File: config.mk
export PLATFORM = sky130hd
export DESIGN_NAME = hazard_unit
export DESIGN_NICKNAME = d
export VERILOG_FILES = /design/src/rtl/hazard_unit.sv
export SDC_FILE = /design/constraint.sdc
export NUM_CORES = 1
export LEC_CHECK = 0
export ABC_AREA = 0
export ABC_CLOCK_PERIOD_IN_PS = 4420
export BUFFER_PORTS_ARGS = -buffer_cell sky130_fd_sc_hd__buf_2
export CAP_MARGIN = 10
export CORE_ASPECT_RATIO = 1.5
export CORE_MARGIN = 2
export CORE_UTILIZATION = 55
export DETAILED_ROUTE_END_ITERATION = 7
export GPL_TIMING_DRIVEN = 0
export PLACE_DENSITY = 0.9
export SLEW_MARGIN = 20
export SYNTH_ARGS = -nofsm -noshare
export SYNTH_HDL_FRONTEND = slang
export SYNTH_SLANG_ARGS = --single-unit
File: constraint.sdc
create_clock -name clk -period 4.42 [get_ports clk]
set_clock_uncertainty 0.1 [all_clocks]
set_input_delay 0.663 -clock clk [delete_from_list [all_inputs] [get_ports clk]]
set_output_delay 0.663 -clock clk [all_outputs]
set_load 0.01 [all_outputs]
File: src/rtl/hazard_unit.sv
// rtl/hazard_unit.sv - stall, flush and forwarding control for the five-stage ARM pipeline
module hazard_unit #(
  parameter int CNT_W = 16
) (
  input  logic             clk,
  input  logic             reset,
  input  logic [3:0]       RA1D,
  input  logic [3:0]       RA2D,
  input  logic [3:0]       WA3D,
  input  logic             MemtoRegE,
  input  logic             RegWriteM,
  input  logic             RegWriteW,
  input  logic             PCSrcD,
  input  logic             PCSrcE,
  input  logic             PCSrcM,
  input  logic             PCSrcW,
  input  logic             BranchTakenE,
  output logic             StallF,
  output logic             StallD,
  output logic             FlushD,
  output logic             FlushE,
  output logic [1:0]       ForwardAE,
  output logic [1:0]       ForwardBE,
  output logic [CNT_W-1:0] LdStallCnt
);

  localparam logic [1:0] FWD_RF  = 2'b00;
  localparam logic [1:0] FWD_WB  = 2'b01;
  localparam logic [1:0] FWD_MEM = 2'b10;

  logic [3:0] ra1_e, ra2_e, wa3_e, wa3_m, wa3_w;
  logic       ldr_stall;
  logic       pc_wr_pending_f;
  logic       flush_e_raw;
  logic [1:0] fwd_a_raw, fwd_b_raw;

  // Forwarding select for one Execute source; Memory wins over Writeback and
  // R15 is never forwarded because the datapath supplies PC+8 for it.
  function automatic logic [1:0] fwd_sel(input logic [3:0] ra_e,
                                         input logic [3:0] wa_m,
                                         input logic [3:0] wa_w,
                                         input logic       rw_m,
                                         input logic       rw_w);
    logic [1:0] sel;
    sel = FWD_RF;
    if (ra_e != 4'd15) begin
      if (rw_m && (ra_e == wa_m))
        sel = FWD_MEM;
      else if (rw_w && (ra_e == wa_w))
        sel = FWD_WB;
    end
    return sel;
  endfunction

  // Raw hazard terms, independent of reset forcing.
  always_comb begin
    ldr_stall       = MemtoRegE & ((RA1D == wa3_e) | (RA2D == wa3_e));
    pc_wr_pending_f = PCSrcD | PCSrcE | PCSrcM;
    flush_e_raw     = ldr_stall | BranchTakenE;
    fwd_a_raw       = fwd_sel(ra1_e, wa3_m, wa3_w, RegWriteM, RegWriteW);
    fwd_b_raw       = fwd_sel(ra2_e, wa3_m, wa3_w, RegWriteM, RegWriteW);
  end

  // Outputs to the controller/datapath; reset forces a flushed, unstalled pipe.
  always_comb begin
    StallF    = 1'b0;
    StallD    = 1'b0;
    FlushD    = 1'b1;
    FlushE    = 1'b1;
    ForwardAE = FWD_RF;
    ForwardBE = FWD_RF;
    if (!reset) begin
      StallF    = ldr_stall | pc_wr_pending_f;
      StallD    = ldr_stall;
      FlushD    = pc_wr_pending_f | PCSrcW | BranchTakenE;
      FlushE    = flush_e_raw;
      ForwardAE = fwd_a_raw;
      ForwardBE = fwd_b_raw;
    end
  end

  // Register-address pipeline mirroring the controller's stage registers; E
  // takes a bubble on flush, M and W always advance.
  always_ff @(posedge clk) begin
    if (reset) begin
      ra1_e <= 4'd0;
      ra2_e <= 4'd0;
      wa3_e <= 4'd0;
      wa3_m <= 4'd0;
      wa3_w <= 4'd0;
    end else begin
      if (flush_e_raw) begin
        ra1_e <= 4'd0;
        ra2_e <= 4'd0;
        wa3_e <= 4'd0;
      end else begin
        ra1_e <= RA1D;
        ra2_e <= RA2D;
        wa3_e <= WA3D;
      end
      wa3_m <= wa3_e;
      wa3_w <= wa3_m;
    end
  end

  // Saturating count of load-use stall cycles.
  always_ff @(posedge clk) begin
    if (reset)
      LdStallCnt <= '0;
    else if (ldr_stall && (LdStallCnt != {CNT_W{1'b1}}))
      LdStallCnt <= LdStallCnt + {{(CNT_W-1){1'b0}}, 1'b1};
  end

endmodule
* Word-level counts from Yosys, hierarchy flattened
Cells that the tools add are included.
** Cells by class
- Reduce and logical (&&, ||, !) cells :: 6
- Add/sub/neg operators :: 1
- Bitwise gates (word level) :: 8
- Eq/ne operators :: 9
- Multiplexer cells :: 12
** Operators by type and width (count)
- 4-bit equality test :: 6
- 16-bit by 1-bit adder with 16-bit output (second input constant) :: 1
- 16-bit != test (second input constant) :: 1
- 2-bit two-way mux :: 6
- 4-bit != test (second input constant) :: 2
- 1-bit OR :: 7
- 1-bit two-way mux :: 6
- 1-bit logical AND :: 5
- 2-bit OR reduction :: 1
- 1-bit bitwise AND :: 1
** Word-level totals
- Word-level logic and storage cells :: 42
- Output and inout bits :: 24
- Bits in registers :: 36

* Depth between registers and ports, before layout
Gate-level depths: netlist (run 1).
- Depth in word-level cells :: 6
- Mapped depth :: 7
- Gate-level depth less buffers :: 6

* Least setup slack after synthesis (run 1)
Ideal clock, no wire load.
- Path type :: input port to output port
- Start :: in RA1D[2]
- End :: out StallF
- Required time :: 3.657 ns
- Path slack :: 1.937 ns
- Path buffers :: 2
- Stages :: 6
- Data arrival time :: 1.720 ns
- Cells stage by stage :: xor2_1 > nor4_1 > o21ai_1 > buf_6 > clkbuf_1 > a21oi_1
** On the way
- Longest elaborated chain between the ends :: 5
** RTL lines
- start: declaration :: line 7 : input logic [3:0] RA1D,
- 4-bit equality test :: line 57 : ldr_stall = MemtoRegE & ((RA1D == wa3_e) | (RA2D == wa3_e));
- 1-bit OR :: line 57
- 1-bit bitwise AND :: line 57
- 1-bit OR :: line 73 : StallF = ldr_stall | pc_wr_pending_f;
- 1-bit two-way mux :: line 72 : if (!reset) begin
- end: declaration :: line 18 : output logic StallF,
Every way passes these cells.

* Worst setup path in the final report (run 1)
- Start :: in RA1D[3]
- End :: out FlushE
** On the way
- Longest elaborated chain between the ends :: 5
** RTL lines
- 4-bit equality test :: line 57
- 1-bit OR :: line 57
- 1-bit bitwise AND :: line 57
- 1-bit OR :: line 59 : flush_e_raw = ldr_stall | BranchTakenE;
- 1-bit two-way mux :: line 72
- end: declaration :: line 21 : output logic FlushE,
Every way passes these cells.

==> results of run 1 <==
==> layout by cell type, fill, tap and decap left out, drive strengths merged <==
master / Yosys / final
nor4: 4 / 4
bufinv: 0 / 1
a41o: 2 / 2
or3: 9 / 9
nand2: 7 / 7
xnor2: 2 / 2
dfxtp: 36 / 36
and2b: 1 / 1
clkbuf: 5 / 11
and3: 4 / 4
mux2i: 1 / 1
clkinv: 0 / 1
inv: 2 / 2
and2: 12 / 12
nor2b: 11 / 11
a21oi: 13 / 13
nor3: 5 / 5
nand3: 12 / 12
o21ai: 13 / 13
nand4: 8 / 8
xor2: 20 / 20
or4: 5 / 5
mux2: 2 / 2
ha: 1 / 1
nand2b: 3 / 3
nor3b: 2 / 2
o31ai: 4 / 4
nor2: 7 / 7
buf: 3 / 48
==> logic make-up after synthesis <==
family | count (synthesis) | synth area share, %
muxes | 3 | 2.11
DFF | 36 | 42.0
AOI/OAI and AO/OA | 32 | 10.5
adders and majority gates | 1 | 0.729
and+or+nand+nor | 90 | 30.6
xor gates and xnor gates | 22 | 11.2
buffers and inverters | 10 | 2.77
==> synthesized netlist by cell type <==
library cell,count,area (µm²)
dfxtp_1,36,721
xor2_1,20,175
a21oi_1,13,65.1
and2_1,12,75.1
nand3_1,12,60.1
o21ai_0,12,60.1
nor2b_1,11,68.8
or3_1,9,56.3
nand2_1,7,26.3
nand4_1,7,43.8
nor2_1,7,26.3
clkbuf_1,5,18.8
nor3_1,5,25.0
or4_1,5,37.5
and3_1,4,25.0
nor4_1,4,25.0
o31ai_1,4,30.0
nand2b_1,3,18.8
a41o_1,2,20.0
buf_2,2,10.0
inv_1,2,7.51
nor3b_1,2,15.0
xnor2_1,2,17.5
and2b_4,1,10.0
buf_6,1,11.3
ha_1,1,12.5
mux2_1,1,11.3
mux2_4,1,15.0
mux2i_1,1,10.0
nand4_2,1,12.5
o21ai_1,1,5.00
==> report_power, final <==
part,switching (µW),internal [µW]
clock network,114,167
logic,30.5,28.8
registers,8.73,332
total,153,528
==> critical path, stage by stage <==
cell	delay, ns
buf_2	0.11
xor2_1	0.15
nor4_1	0.08
o21ai_1	0.27
nor3b_1	0.36
clkbuf_1	0.34
inv_1	0.08
buf_2	0.15
==> per-stage QoR <==
step                cells  total power [µW]  worst slack (ns)  hold WS, ns
global placement      278               404              1.53        0.382
finish                286               681              1.46        0.405
CTS                   286               682              1.46        0.408
floorplan             194               381              1.94        0.383
global route          286               703              1.21        0.426
detailed placement    278               407              1.45        0.397
==> how the worst max path moves through the flow <==
stage	slack, ns	from	end
5_1_grt	1.21	RA2D[0]	FlushE
2_1_floorplan	1.94	RA1D[2]	StallF
3_5_place_dp	1.45	RA1D[3]	FlushE
4_1_cts	1.46	RA1D[3]	FlushE
6_report	1.46	RA1D[3]	FlushE
3_3_place_gp	1.53	RA2D[3]	FlushE
==> sequential cells by signal, summed over array words and instances, names as in the netlist <==
signal and count:
wa3_w 4, wa3_e 4, LdStallCnt 16, wa3_m 4, ra2_e 4, ra1_e 4
==> metal layers <==
layer,global-route usage (%),vias up
li1,-,792
met1,23.1,763
met2,48.0,63
met3,5.14,10
met4,11.7,0
met5,0,-
==> cell type report <==
| class | count | area (µm²) | area share, % |
|---|---|---|---|
| well taps | 39 | 48.8 | 2.33 |
| repair buffers | 45 | 225 | 10.7 |
| clock buffers | 6 | 72.6 | 3.46 |
| flip-flops and latches | 36 | 721 | 34.4 |
| clock inverters | 2 | 35.0 | 1.67 |
| plain buffers | 8 | 40.0 | 1.91 |
| multi-input cells | 148 | 947 | 45.2 |
| inverters | 2 | 7.51 | 0.358 |
==> metrics.yaml, run 1 <==
run_status:
  status: "finished, final reports clean"
setup_path:
  critPathMaxFanout: 10
  reg2reg_to: "LdStallCnt[0]"
  crit_arrival_ns: 2.20
  reg2reg_depth: 6
  start_kind: "primary input"
  timing.rr.start: "LdStallCnt[0]"
  r2r_slack_ns: 2.15
  cp.required_ns: 3.66
  crit_path_end_kind: "output port"
  critPathKind: "primary input to output port"
clock_network:
  clock_path_buffers: 2
  cts_resized: 0
  cts_root_buffer: "clkbuf_8"
  clk_latency_ns: 0.29
  cts_tree: "yes"
  cts_buffers: 5
  hold_buffers: 0
  post_cts.repair.setup_buffers: 0
  htreeDepth: 2
  cts.sinks: 36
  clk_pin_slew_worst_paths_ns: 0.07
timing:
  slew_headroom_pct: 39.4
  hold_viol_final: 0
  fin_crit_sh_pct: 67.0
  finalMaxSlewViolations: 0
  rsz0062_at_grt: "false"
  fin_crit_ns: 2.96
  fmax_ghz: 0.337
  tns_ns: 0
  setup_violations: 0
  tightest_slew_ns: 0.901
power_and_ir_drop:
  leakagePower_uw: 0.000942
  p_per_area_mw_per_mm2: 325
  peakVddDrop_uv: 433
min_path:
  hold_class: "flop to flop"
  worstHoldStart: "LdStallCnt[8]"
  hold_depth: 2
  hold_path_end: "LdStallCnt[8]"
final_layout:
  drive_gt1_share_pct: 23.5
  insertedDiodeCount: 0
  final_cell_area_mm2: 0.00210
  area_growth_pct: 22.2
  fill_cells: 237
  nNetsFinal: 269
  final_util_pct: 71.3
placed_design:
  gp_congestion: 0.833
  place_area_mm2: 0.00199
  dp.final_hpwl_mm: 3.07
  port_buffers: 45
drt:
  wl_per_cell_um: 14.8
  wl_met2_mm: 2.40
  routed-via-count: 1628
  initialDrtViolationCount: 57
  wl_met3_um: 217
  dr.pass1.iters: 4
  wl_met1_mm: 1.52
  routed.top_layer: "met4"
  drcViolationCount: 0
  avgViaCountPerCell: 5.69
  routed_wirelength_mm: 4.24
  antenna_left: 0
yosys:
  syn_area_mm2: 0.00172
  syn-mean-instance-area_um2: 8.84
  synthesis.nets: 217
  ys_seq_area_share_pct: 42.0
  syn_inst: 194
  synth_warnings: 0
  yosysUniqueCellTypes: 31
  synth_seq_cells: 36
floorplanning:
  die_area_mm2: 0.00359
  core_mm2: 0.00294
  die_y_um: 72.4
  die_x_um: 49.6
  io_pins: 46
  start_util_pct: 58.3
  rows: 24
job:
  cap_violations: 0
global_routing:
  grt_remaining_overflow: 0
  grt_pass1_wl_mm: 6.56
  grt_max_degree: 12
  antenna_found_initial: 0
  grt_pass1_vias: 1508
  track_usage_pct: 24.4
(Power assumes the default switching activity.)
==> run 2, diff against run 1 <==
--- a/config.mk
+++ b/config.mk
@@ -6,15 +6,15 @@
 export NUM_CORES = 1
 export LEC_CHECK = 0
 export ABC_AREA = 0
-export ABC_CLOCK_PERIOD_IN_PS = 4420
+export ABC_CLOCK_PERIOD_IN_PS = 2700
 export BUFFER_PORTS_ARGS = -buffer_cell sky130_fd_sc_hd__buf_2
 export CAP_MARGIN = 10
 export CORE_ASPECT_RATIO = 1.5
 export CORE_MARGIN = 2
-export CORE_UTILIZATION = 55
+export CORE_UTILIZATION = 46
 export DETAILED_ROUTE_END_ITERATION = 7
 export GPL_TIMING_DRIVEN = 0
-export PLACE_DENSITY = 0.9
+export PLACE_DENSITY = 0.81
 export SLEW_MARGIN = 20
 export SYNTH_ARGS = -nofsm -noshare
 export SYNTH_HDL_FRONTEND = slang
==> constraint.sdc (replaced) <==
create_clock -name clk -period 2.7 [get_ports clk]
set_clock_uncertainty 0.1 [all_clocks]
set_input_delay 0.405 -clock clk [delete_from_list [all_inputs] [get_ports clk]]
set_output_delay 0.405 -clock clk [all_outputs]
set_load 0.01 [all_outputs]
==> metrics.yaml, run 2 (synthesis gave the netlist of run 1 again) <==
clock_network:
  clk_latency_ns: 0.29
  htreeDepth: 2
  post_cts.repair.setup_buffers: 0
  cts_root_buffer: "clkbuf_8"
  cts_tree: "yes"
  cts_buffers: 5
  cts.sinks: 36
  clock_path_buffers: 2
  hold_buffers: 0
  cts_resized: 0
  clk_pin_slew_worst_paths_ns: 0.07
placed_design:
  dp.final_hpwl_mm: 2.87
  port_buffers: 45
  gp_congestion: 0.761
final_layout:
  regArea_um2: 721
  fill_cells: 321
  nNetsFinal: 268
  drive_gt1_share_pct: 24.8
  final_common_cell: "buf_2"
  insertedDiodeCount: 0
  area_growth_pct: 25.7
  final_cell_mix: "buf_2 (47), dfxtp_1 (36), xor2_1 (20), a21oi_1 (13)"
  multi_input_area_um2: 952
  top_register: "LdStallCnt"
  largest_reg_flops: 16
global_routing:
  track_usage_pct: 20.1
  grt_max_degree: 13
  grt_remaining_overflow: 0
  antenna_found_initial: 0
  grt_pass1_wl_mm: 6.25
  grt_pass1_vias: 1485
min_path:
  hold_path_end: "wa3_e[1]"
  hold_depth: 2
  worstHoldStart: "WA3D[1]"
  hold_class: "primary input to flop"
floorplanning:
  die_x_um: 53.9
  rows: 27
  die_y_um: 78.8
  start_util_pct: 47.5
  core_mm2: 0.00361
  die_area_mm2: 0.00424
  io_pins: 46
setup_path:
  cp.required_ns: 2.19
  critPathKind: "flop to output port"
  critPathMaxFanout: 10
  cp.buffers_inverters: 3
  crit_arrival_ns: 1.94
  cp_cell_sequence: "xor2_1 > nor4_1 > o21ai_1 > nor3b_2 > clkbuf_2 > inv_1 > buf_2"
  max_stage_delay_ns: 0.41
  critPathSlowestCell: "dfxtp_1"
  reg2reg_depth: 6
  r2r_slack_ns: 0.49
  crit_path_end_kind: "output port"
  reg2reg_to: "LdStallCnt[0]"
  cp-startpoint: "wa3_e[0]"
  timing.rr.start: "LdStallCnt[0]"
  cp_top_family: "buffers and inverters"
  start_kind: "flop"
power_and_ir_drop:
  p_per_area_mw_per_mm2: 608
  switching_share_pct: 19.8
  clockPowerShare_pct: 50.1
  power_frac_seq_pct: 42.5
  comb_power_share_pct: 7.4
  intPower_uw: 1050
  power_switching_uw: 259
  leakagePower_uw: 0.000969
  peakVddDrop_uv: 420
drt:
  wl_per_cell_um: 13.4
  dr.pass1.iters: 4
  avgViaCountPerCell: 5.50
  routed_wirelength_mm: 3.86
  routed-via-count: 1590
  antenna_left: 0
  drcViolationCount: 0
  initialDrtViolationCount: 58
run_status:
  status: "finished, final reports clean"
timing:
  fmax_ghz: 0.409
  finalMaxSlewViolations: 0
  fin_crit_ns: 2.45
  rsz0062_at_grt: "false"
  tightest_slew_ns: 0.766
  slew_headroom_pct: 48.5
  whs_ns: 0.211
  fin_crit_sh_pct: 90.6
  hold_viol_final: 0
  tns_ns: 0
  setup_violations: 0
job:
  cap_violations: 0
## run 2: cell count changes in the layout (fill, tap and decap cells not counted), sizes merged
cell    change
bufinv      +2
clkbuf      -2
clkinv      -1
## run 2: routing by layer
| layer | up-vias | GRT usage [%] | wire, µm |
|---|---|---|---|
| li1 | 791 | - | - |
| met5 | - | 0 | 0 |
| met2 | 38 | 36.6 | 2080 |
| met4 | 0 | 8.72 | 78 |
| met1 | 753 | 20.5 | 1530 |
| met3 | 8 | 4.70 | 166 |
## run 2: power groups by stage
stage / Clock, µW / Sequential (µW) / Combinational [µW]
final: 658 / 557 / 96.5
after global routing: 685 / 558 / 108
after CTS: 664 / 557 / 96.8
after detailed placement: 0 / 569 / 95.7
after global placement: 0 / 569 / 94.3
after floorplan: 0 / 566 / 58.0
## run 2: worst max path at each step
| stage | endpoint | cells past startpoint |
|---|---|---|
| 2_1_floorplan | LdStallCnt[0] | 6 |
| 3_3_place_gp | FlushE | 8 |
| 3_5_place_dp | FlushE | 8 |
| 4_1_cts | FlushE | 7 |
| 5_1_grt | FlushE | 7 |
| 6_report | FlushE | 7 |
## run 2: area by class of cell
class                   count  area share (%)
flip-flops and latches     36            33.4
inverters                   2           0.348
clock buffers               5            3.19
plain buffers               7            1.74
clock inverters             3            4.18
repair buffers             45            10.4
multi-input cells         148            44.2
well taps                  43            2.50
## run 2: per-stage QoR
step                      instance area, µm²  worst slack, ns  instances  power (µW)  util [%]
after global placement                  1990            0.285        282         663      55.2
after global routing                    2160           0.0512        289        1350      59.6
after CTS                               2150           0.0473        290        1320      59.6
after detailed placement                1990            0.279        282         665      55.2
after floorplan                         1720            0.582        194         624         -
final                                   2160            0.254        289        1310      59.6
